### config.mk
export PLATFORM = sky130hd
export DESIGN_NAME = fetch_stage_ctrl
export DESIGN_NICKNAME = d
export VERILOG_FILES = /design/src/rtl/cpu_defs.sv /design/src/rtl/pc_reg.sv /design/src/rtl/fetch_stage_ctrl.sv
export SDC_FILE = /design/constraint.sdc
export NUM_CORES = 1
export LEC_CHECK = 0
export ABC_AREA = 1
export CAP_MARGIN = 20
export CORE_AREA = 2 2 65 128
export CTS_BUF_LIST = sky130_fd_sc_hd__clkbuf_4
export CTS_CLUSTER_DIAMETER = 60
export DETAILED_ROUTE_END_ITERATION = 6
export DIE_AREA = 0 0 67 130
export PLACE_DENSITY = 0.79
export SYNTH_ARGS = -nofsm -noshare
export SYNTH_HDL_FRONTEND = slang
export SYNTH_SLANG_ARGS = --single-unit
### constraint.sdc
create_clock -name clk -period 2.6 [get_ports clk]
set_input_delay 0.78 -clock clk [delete_from_list [all_inputs] [get_ports clk]]
set_output_delay 0.78 -clock clk [all_outputs]
set_load 0.05 [all_outputs]
### src/rtl/cpu_defs.sv
// Shared CPU definitions: opcode constants, default widths and the fetch
// FSM state encoding. Imported by the fetch stage and the stall controller
// so opcode values live in exactly one place.
package cpu_defs;

   localparam int DEF_ADDR_W  = 8;
   localparam int DEF_INSTR_W = 32;

   localparam logic [5:0] HLT_OP  = 6'b010001;
   localparam logic [5:0] LD_OP   = 6'b010100;
   // Jumps occupy the 0111xx block; the low two bits select the jump kind.
   localparam logic [3:0] JMP_PFX = 4'b0111;

   typedef enum logic {
      RUN  = 1'b0,
      HALT = 1'b1
   } fsm_state_t;

   function automatic logic is_jmp(input logic [5:0] op);
      return (op[5:2] == JMP_PFX);
   endfunction

endpackage

### src/rtl/pc_reg.sv
// Program counter register.
// Ports:
//   clk       - system clock
//   reset     - asynchronous active-low reset, clears pc to 0
//   hold      - keep the current pc (highest priority)
//   load      - load load_addr (when not holding)
//   load_addr - jump target word address
//   pc        - current program counter; otherwise increments, wrapping mod 2^ADDR_W
module pc_reg
   import cpu_defs::*;
#(
   parameter int ADDR_W = DEF_ADDR_W
) (
   input  logic              clk,
   input  logic              reset,
   input  logic              hold,
   input  logic              load,
   input  logic [ADDR_W-1:0] load_addr,
   output logic [ADDR_W-1:0] pc
);

   localparam logic [ADDR_W-1:0] ONE = {{(ADDR_W-1){1'b0}}, 1'b1};

   always_ff @(posedge clk or negedge reset) begin
      if (!reset) begin
         pc <= '0;
      end else if (hold) begin
         pc <= pc;
      end else if (load) begin
         pc <= load_addr;
      end else begin
         pc <= pc + ONE;
      end
   end

endmodule

### src/rtl/fetch_stage_ctrl.sv
// Fetch stage: owns the PC, drives the program-memory address, registers the
// fetched word into the IF/ID latch, latches a sticky halt and counts stall
// cycles for debug.
// Ports:
//   clk       - system clock
//   reset     - asynchronous active-low reset
//   stall     - freeze the PC this cycle
//   stall_pm  - hold the IF/ID latch and mark it invalid
//   jump_en   - load jump_addr into the PC (loses to stall)
//   jump_addr - jump target word address
//   pm_instr  - program-memory data for pm_addr
//   pm_addr   - program-memory address (= pc, register driven)
//   if_instr  - IF/ID instruction register
//   if_pc     - PC of if_instr
//   if_valid  - if_instr is a fresh fetch
//   halted    - sticky halt flag
//   stall_cnt - saturating count of cycles with stall=1
module fetch_stage_ctrl #(
   parameter int         ADDR_W  = cpu_defs::DEF_ADDR_W,
   parameter int         INSTR_W = cpu_defs::DEF_INSTR_W,
   parameter int         CNT_W   = 16,
   parameter logic [5:0] HLT_OP  = cpu_defs::HLT_OP
) (
   input  logic               clk,
   input  logic               reset,
   input  logic               stall,
   input  logic               stall_pm,
   input  logic               jump_en,
   input  logic [ADDR_W-1:0]  jump_addr,
   input  logic [INSTR_W-1:0] pm_instr,
   output logic [ADDR_W-1:0]  pm_addr,
   output logic [INSTR_W-1:0] if_instr,
   output logic [ADDR_W-1:0]  if_pc,
   output logic               if_valid,
   output logic               halted,
   output logic [CNT_W-1:0]   stall_cnt
);
   import cpu_defs::*;

   fsm_state_t          state_q;
   fsm_state_t          state_d;
   logic [ADDR_W-1:0]   pc_p0;
   logic [INSTR_W-1:0]  instr_p1;
   logic [ADDR_W-1:0]   pc_p1;
   logic                vld_p1;
   logic [CNT_W-1:0]    cnt_q;
   logic                in_halt;
   logic [5:0]          opcode_p1;

   function automatic logic [CNT_W-1:0] sat_inc(input logic [CNT_W-1:0] v);
      return (&v) ? v : v + {{(CNT_W-1){1'b0}}, 1'b1};
   endfunction

   assign in_halt   = (state_q == HALT);
   assign opcode_p1 = instr_p1[INSTR_W-1 -: 6];

   // ---- Stage p0: program counter / program-memory address ----
   pc_reg #(
      .ADDR_W (ADDR_W)
   ) u_pc (
      .clk       (clk),
      .reset     (reset),
      .hold      (stall | in_halt),
      .load      (jump_en),
      .load_addr (jump_addr),
      .pc        (pc_p0)
   );

   assign pm_addr = pc_p0;

   // ---- Stage p1: IF/ID latch ----
   always_ff @(posedge clk or negedge reset) begin
      if (!reset) begin
         instr_p1 <= '0;
         pc_p1    <= '0;
         vld_p1   <= 1'b0;
      end else if (in_halt || stall_pm) begin
         // Held word becomes a bubble for decode.
         instr_p1 <= instr_p1;
         pc_p1    <= pc_p1;
         vld_p1   <= 1'b0;
      end else begin
         instr_p1 <= pm_instr;
         pc_p1    <= pc_p0;
         vld_p1   <= 1'b1;
      end
   end

   assign if_instr = instr_p1;
   assign if_pc    = pc_p1;
   assign if_valid = vld_p1;

   // ---- Halt FSM: a valid HLT in IF/ID parks the stage until reset ----
   always_ff @(posedge clk or negedge reset) begin
      if (!reset) begin
         state_q <= RUN;
      end else begin
         state_q <= state_d;
      end
   end

   always_comb begin
      state_d = state_q;
      case (state_q)
         RUN:     if (vld_p1 && (opcode_p1 == HLT_OP)) state_d = HALT;
         HALT:    state_d = HALT;
         default: state_d = RUN;
      endcase
   end

   assign halted = in_halt;

   // ---- Debug stall counter: counts in both states, sticks at all-ones ----
   always_ff @(posedge clk or negedge reset) begin
      if (!reset) begin
         cnt_q <= '0;
      end else if (stall) begin
         cnt_q <= sat_inc(cnt_q);
      end
   end

   assign stall_cnt = cnt_q;

endmodule

# Word-level counts from Yosys, hierarchy flattened
# Index checks and enable logic that the tools add are counted.
word_totals:
  rom_bits: 0
  ff_bits: 66
  input_bits: 45
  elab_cells: 20
  ramBits: 0
  mem_count: 0
  out_inout_bits: 66
  latch_bits: 0
op_classes:
  n_div: 0
  n_eq_ne: 1
  n_mux: 4
  n_shift: 0
  add_sub_neg: 2
  magnitude_cmp: 0
  reduce_logical: 4
  n_bitwise: 3
  n_mul: 0
ops:
  columns: ["op", "count"]
  rows:
  - ["adder 16 x 1 -> 16 bit, second input constant", 1]
  - ["AND reduction 16 bit", 1]
  - ["adder 8 x 1 -> 8 bit, second input constant", 1]
  - ["2-to-1 mux 8 bit", 1]
  - ["equality test 6 x 5 -> 1 bit, second input constant", 1]
  - ["2-to-1 mux 1 bit", 2]
  - ["inverter 1 bit", 2]
  - ["one-hot mux 1 bit (2 select lines)", 1]
  - ["AND reduction 2 bit", 1]
  - ["logical AND 1 bit", 1]
  - ["logical OR 1 bit", 1]
  - ["OR 1 bit", 1]

# Longest topological paths before layout
logic_depth:
  depth_word: 4
  depth_mapped: 9
  mapped_depth_nobuf: 9

# Hierarchy
# Synthesis repeated with hierarchy kept, for this count alone.
unflattened:
  cells_unflattened: 326
  hier_area_um2: 3100.5
modules_own_cells:
  columns: ["mod", "area_per_inst_um2", "instances", "seq_area_each_um2", "cells_per_inst"]
  rows:
  - ["fetch_stage_ctrl", 2577.5, 1, 1451.4, 248]
  - ["pc_reg", 523.0, 1, 200.2, 78]

# Worst setup path before layout
# Ideal clock, no wire load.
synth_path:
  path_kind: "register to register"
  from: "reg cnt_q[1] (netlist: stall_cnt[1])"
  to: "reg cnt_q[10] (netlist: stall_cnt[10])"
  arrival_ns: 1.661
  path_stages_with_launch: 9
  setup_time_ns: 0.066
  t_required_ns: 2.534
  slack_ns: 0.873
  n_path_buf: 1
  synth_period_minus_slack_ns: 1.727
  path_cell_list: "dfrtp_1 -> ha_1 -> nand3_2 -> nor2_2 -> nand2_2 -> nand2_4 -> buf_6 -> nand2_1 -> nand2_1"
synth_via:
  elab_chain_len: 3
  word_cells_on_any_way: 4
synth_lines:
  columns: ["element", "line", "rtl"]
  rows:
  - ["start, declared", "fetch_stage_ctrl.sv:46", "logic [CNT_W-1:0] cnt_q;"]
  - ["start signal, assigned", "fetch_stage_ctrl.sv:118", "cnt_q <= sat_inc(cnt_q);"]
  - ["parallel branches: the longest is 3 deep, another holds adder 16 x 1 -> 16 bit", null, null]
# Several ways; the timed one is not identified.
# A chain may end at the register's enable or synchronous reset.

# Worst setup path after layout
layout_path:
  from: "reg cnt_q[13] (netlist: stall_cnt[13])"
  to: "out stall_cnt[13]"
layout_lines:
  columns: ["element", "line", "rtl"]
  rows:
  - ["end, declared", "fetch_stage_ctrl.sv:36", "output logic [CNT_W-1:0] stall_cnt"]
# No word-level cell between the ends.

==> impl_metrics.csv <==
group,metric,value,unit
timing,rsz0062_at_grt,"no",
clocking,clk_pin_slew,0.12,ns
timing,fin_crit,2.52,ns
worst_setup_path,cpMaxStageDelayCell,"clkdlybuf4s50_1",
floorplan,die_h,130,um
detailed_routing,dr_total_vias,2569,
floorplan,placementRows,46,
cells_and_area,n_antenna_cell,0,
clocking,htreeDepth,3,
clocking,cts-root-buf,"clkbuf_4",
clocking,cts_buffer_depth,2,
worst_setup_path,critPathMaxStageDelay,0.86,ns
clocking,cts_sinks,66,
grt,grtUsageTotal,16.7,%
cells_and_area,largest_register_ffs,32,
detailed_routing,drc,0,
placement,place.gp.congestion,0.905,
worst_setup_path,cp_top_family,"buffers and inverters",
timing,setup_tns,0,ns
timing,setup_viol,0,
timing,fin_crit_sh,97.1,%
floorplan,die_area,8710,um^2
synthesis,syn-num-nets,371,
worst_setup_path,crit_chain,"clkdlybuf4s50_1",
synthesis,syn_avg_cell_area,9.33,um^2
timing,fmax,396,MHz
clocking,cts_setup_buffers,0,
detailed_routing,viasPerCell,4.75,
clocking,ctsHoldBuffers,0,
worst_setup_path,worstSetupPathType,"flop to primary output",
worst_setup_path,worstPathMaxFanout,6,
detailed_routing,ant_nets,0,
synthesis,syn-instance-count,324,
worst_setup_path,cp.arrival,1.74,ns
synthesis,synth_area_leaders,"dfrtp_1 55%, nand2_1 11%, mux2_2 11%, nor2_1 3.6%, inv_1 3.2%",
timing,hold_violations,0,
worst_setup_path,cp-end-kind,"primary output",
floorplan,initial_utilization,38.6,%
power_and_ir_drop,ir_worst_vdd,0.745,mV
flow_run,drv_cap,0,
cells_and_area,fillerInstances,700,
detailed_routing,wirelength,6.93,mm
synthesis,syn_area,3020,um^2
worst_setup_path,critPathRequiredTime,1.82,ns
clocking,tritoncts,"yes",
clocking,clk_latency,0.43,ns
grt,grt_antenna_before_repair,0,
detailed_routing,wire_per_inst,12.8,um
synthesis,synth_common_cells,"88 x nand2_1, 66 x dfrtp_1, 29 x mux2_2, 29 x nor2_1, 26 x inv_1",
worst_setup_path,crit_buf_inv,1,
grt,grt_pass1_wl,11.2,mm
min_path,holdCritPathClass,"input port to asynchronous set/reset pin",
power_and_ir_drop,powerDensity,1270,nW/um^2
timing,worst_slew_pin_slew,0.529,ns
synthesis,synth_edf_count,0,
synthesis,async_flop_share,100,%
synthesis,ys.flop_type,"dfrtp_1",
synthesis,yosysSeqAreaShare,54.7,%
placement,hpwlAfterDp,5.04,mm
detailed_routing,drt_iter0_drc,188,
worst_setup_path,worstSetupStartpointType,"flop",
power_and_ir_drop,cellLeakagePower,1.92,nW
synthesis,synth_top_area_cell,"dfrtp_1",
grt,overflow,0,
floorplan,die_w,67,um
cells_and_area,final_layout_size_suffix_gt1_share,12.6,%
synthesis,ys_warn_count,0,
placement,numPortBuffers,110,
cells_and_area,instances_no_fill,541,
synthesis,synth.top_cell.area_share,54.7,%
clocking,cts_buffers,9,
timing,relSlewSlack,64.6,%
cells_and_area,post-route-util,56.3,%
grt,grt_max_degree,67,
floorplan,pin_count,111,
timing,finClkSkew,0.0152,ns
synthesis,synth_seq_cells,66,
cells_and_area,nets,487,
grt,grt_pass1_vias,2477,
synthesis,synth.distinct_cells,26,
clocking,cts_resized,0,
floorplan,core,7830,um^2
timing,slew_violations,0,
outcome,status,"finished, final reports clean",
cells_and_area,synthToLayoutAreaGrowth,45.8,%
synthesis,synth.most_common_cell,"nand2_1",
detailed_routing,first_pass_iters,4,
placement,placedCellCount,525,
[layer usage]
metal	GRT usage (%)	share of wire (%)	up-vias
met4	8.64	1.6	0
met3	5.43	12	8
met2	25.2	44	115
li1	-	-	1275
met5	0	0	-
met1	21.2	43	1171
[report_power, final]
group	internal (mW)	leakage, nW	switching [mW]
sequential	1.42	0.798	0.301
combinational	1.10	1.04	2.01
clock	0.379	0.0784	0.367
total	2.90	1.92	2.68
[cell families after synthesis]
kind of cell / count (synthesis) / share of synthesized area [%]
flip-flops: 66 / 54.7
multiplexers: 29 / 10.8
AO/OA/AOI/OAI: 36 / 6.21
XOR/XNOR: 8 / 2.32
AND/OR/NAND/NOR: 144 / 19.9
buffers and inverters: 39 / 5.30
adder cells (fa/ha/maj): 2 / 0.828
[cells in the final DEF, fill, tap and decap left out, types with 2 or more instances in the layout]
| master | count |
|---|---|
| dfrtp_1 | 66 |
| ha_1 | 2 |
| nor2_1 | 29 |
| nor2_2 | 2 |
| clkdlybuf4s50_1 | 108 |
| a21oi_1 | 13 |
| nand2_1 | 88 |
| nand3_1 | 12 |
| buf_12 | 2 |
| o22ai_1 | 2 |
| xnor2_1 | 8 |
| clkinv_1 | 4 |
| nand4_1 | 6 |
| buf_4 | 2 |
| inv_1 | 26 |
| o21ai_0 | 17 |
| bufinv_16 | 2 |
| inv_2 | 3 |
| o21ai_1 | 2 |
| nor3_1 | 2 |
| clkbuf_4 | 9 |
| mux2_2 | 29 |
[per-stage QoR]
step           hold slack [ns]  power, mW  setup slack, ns  area, um^2
2_1_floorplan            0.484       3.76            0.873        3020
3_3_place_gp             0.489       4.83            0.488        4250
3_5_place_dp             0.495       4.88            0.409        4250
4_1_cts                  0.354       5.64           0.0271        4400
5_1_grt                  0.372       5.89          0.00228        4400
6_report                 0.348       5.58           0.0755        4400
[path summary, 6_finish.rpt]
check / to / depth (start not counted) / slack (ns) / start
min in group clk: if_instr[20] / 1 / 0.51 / if_instr[20]
worst max register to register: stall_cnt[9] / 7 / 1.13 / stall_cnt[0]
worst min register to register: if_instr[20] / 1 / 0.51 / if_instr[20]
max in group asynchronous: stall_cnt[0] / 2 / 1.95 / reset
worst min-delay path: stall_cnt[12] / 2 / 0.35 / reset
worst max-delay path: stall_cnt[13] / 1 / 0.08 / stall_cnt[13]
[cell type report]
type	count	area [um^2]	area share, %
inverters	30	113	2.56
repair buffers	114	1150	26.2
well taps	96	120	2.73
flip-flops and latches	66	1650	37.5
clock inverters	7	83.8	1.90
multi-input cells	219	1210	27.6
clock buffers	9	67.6	1.53
(Power assumes the default switching activity.)
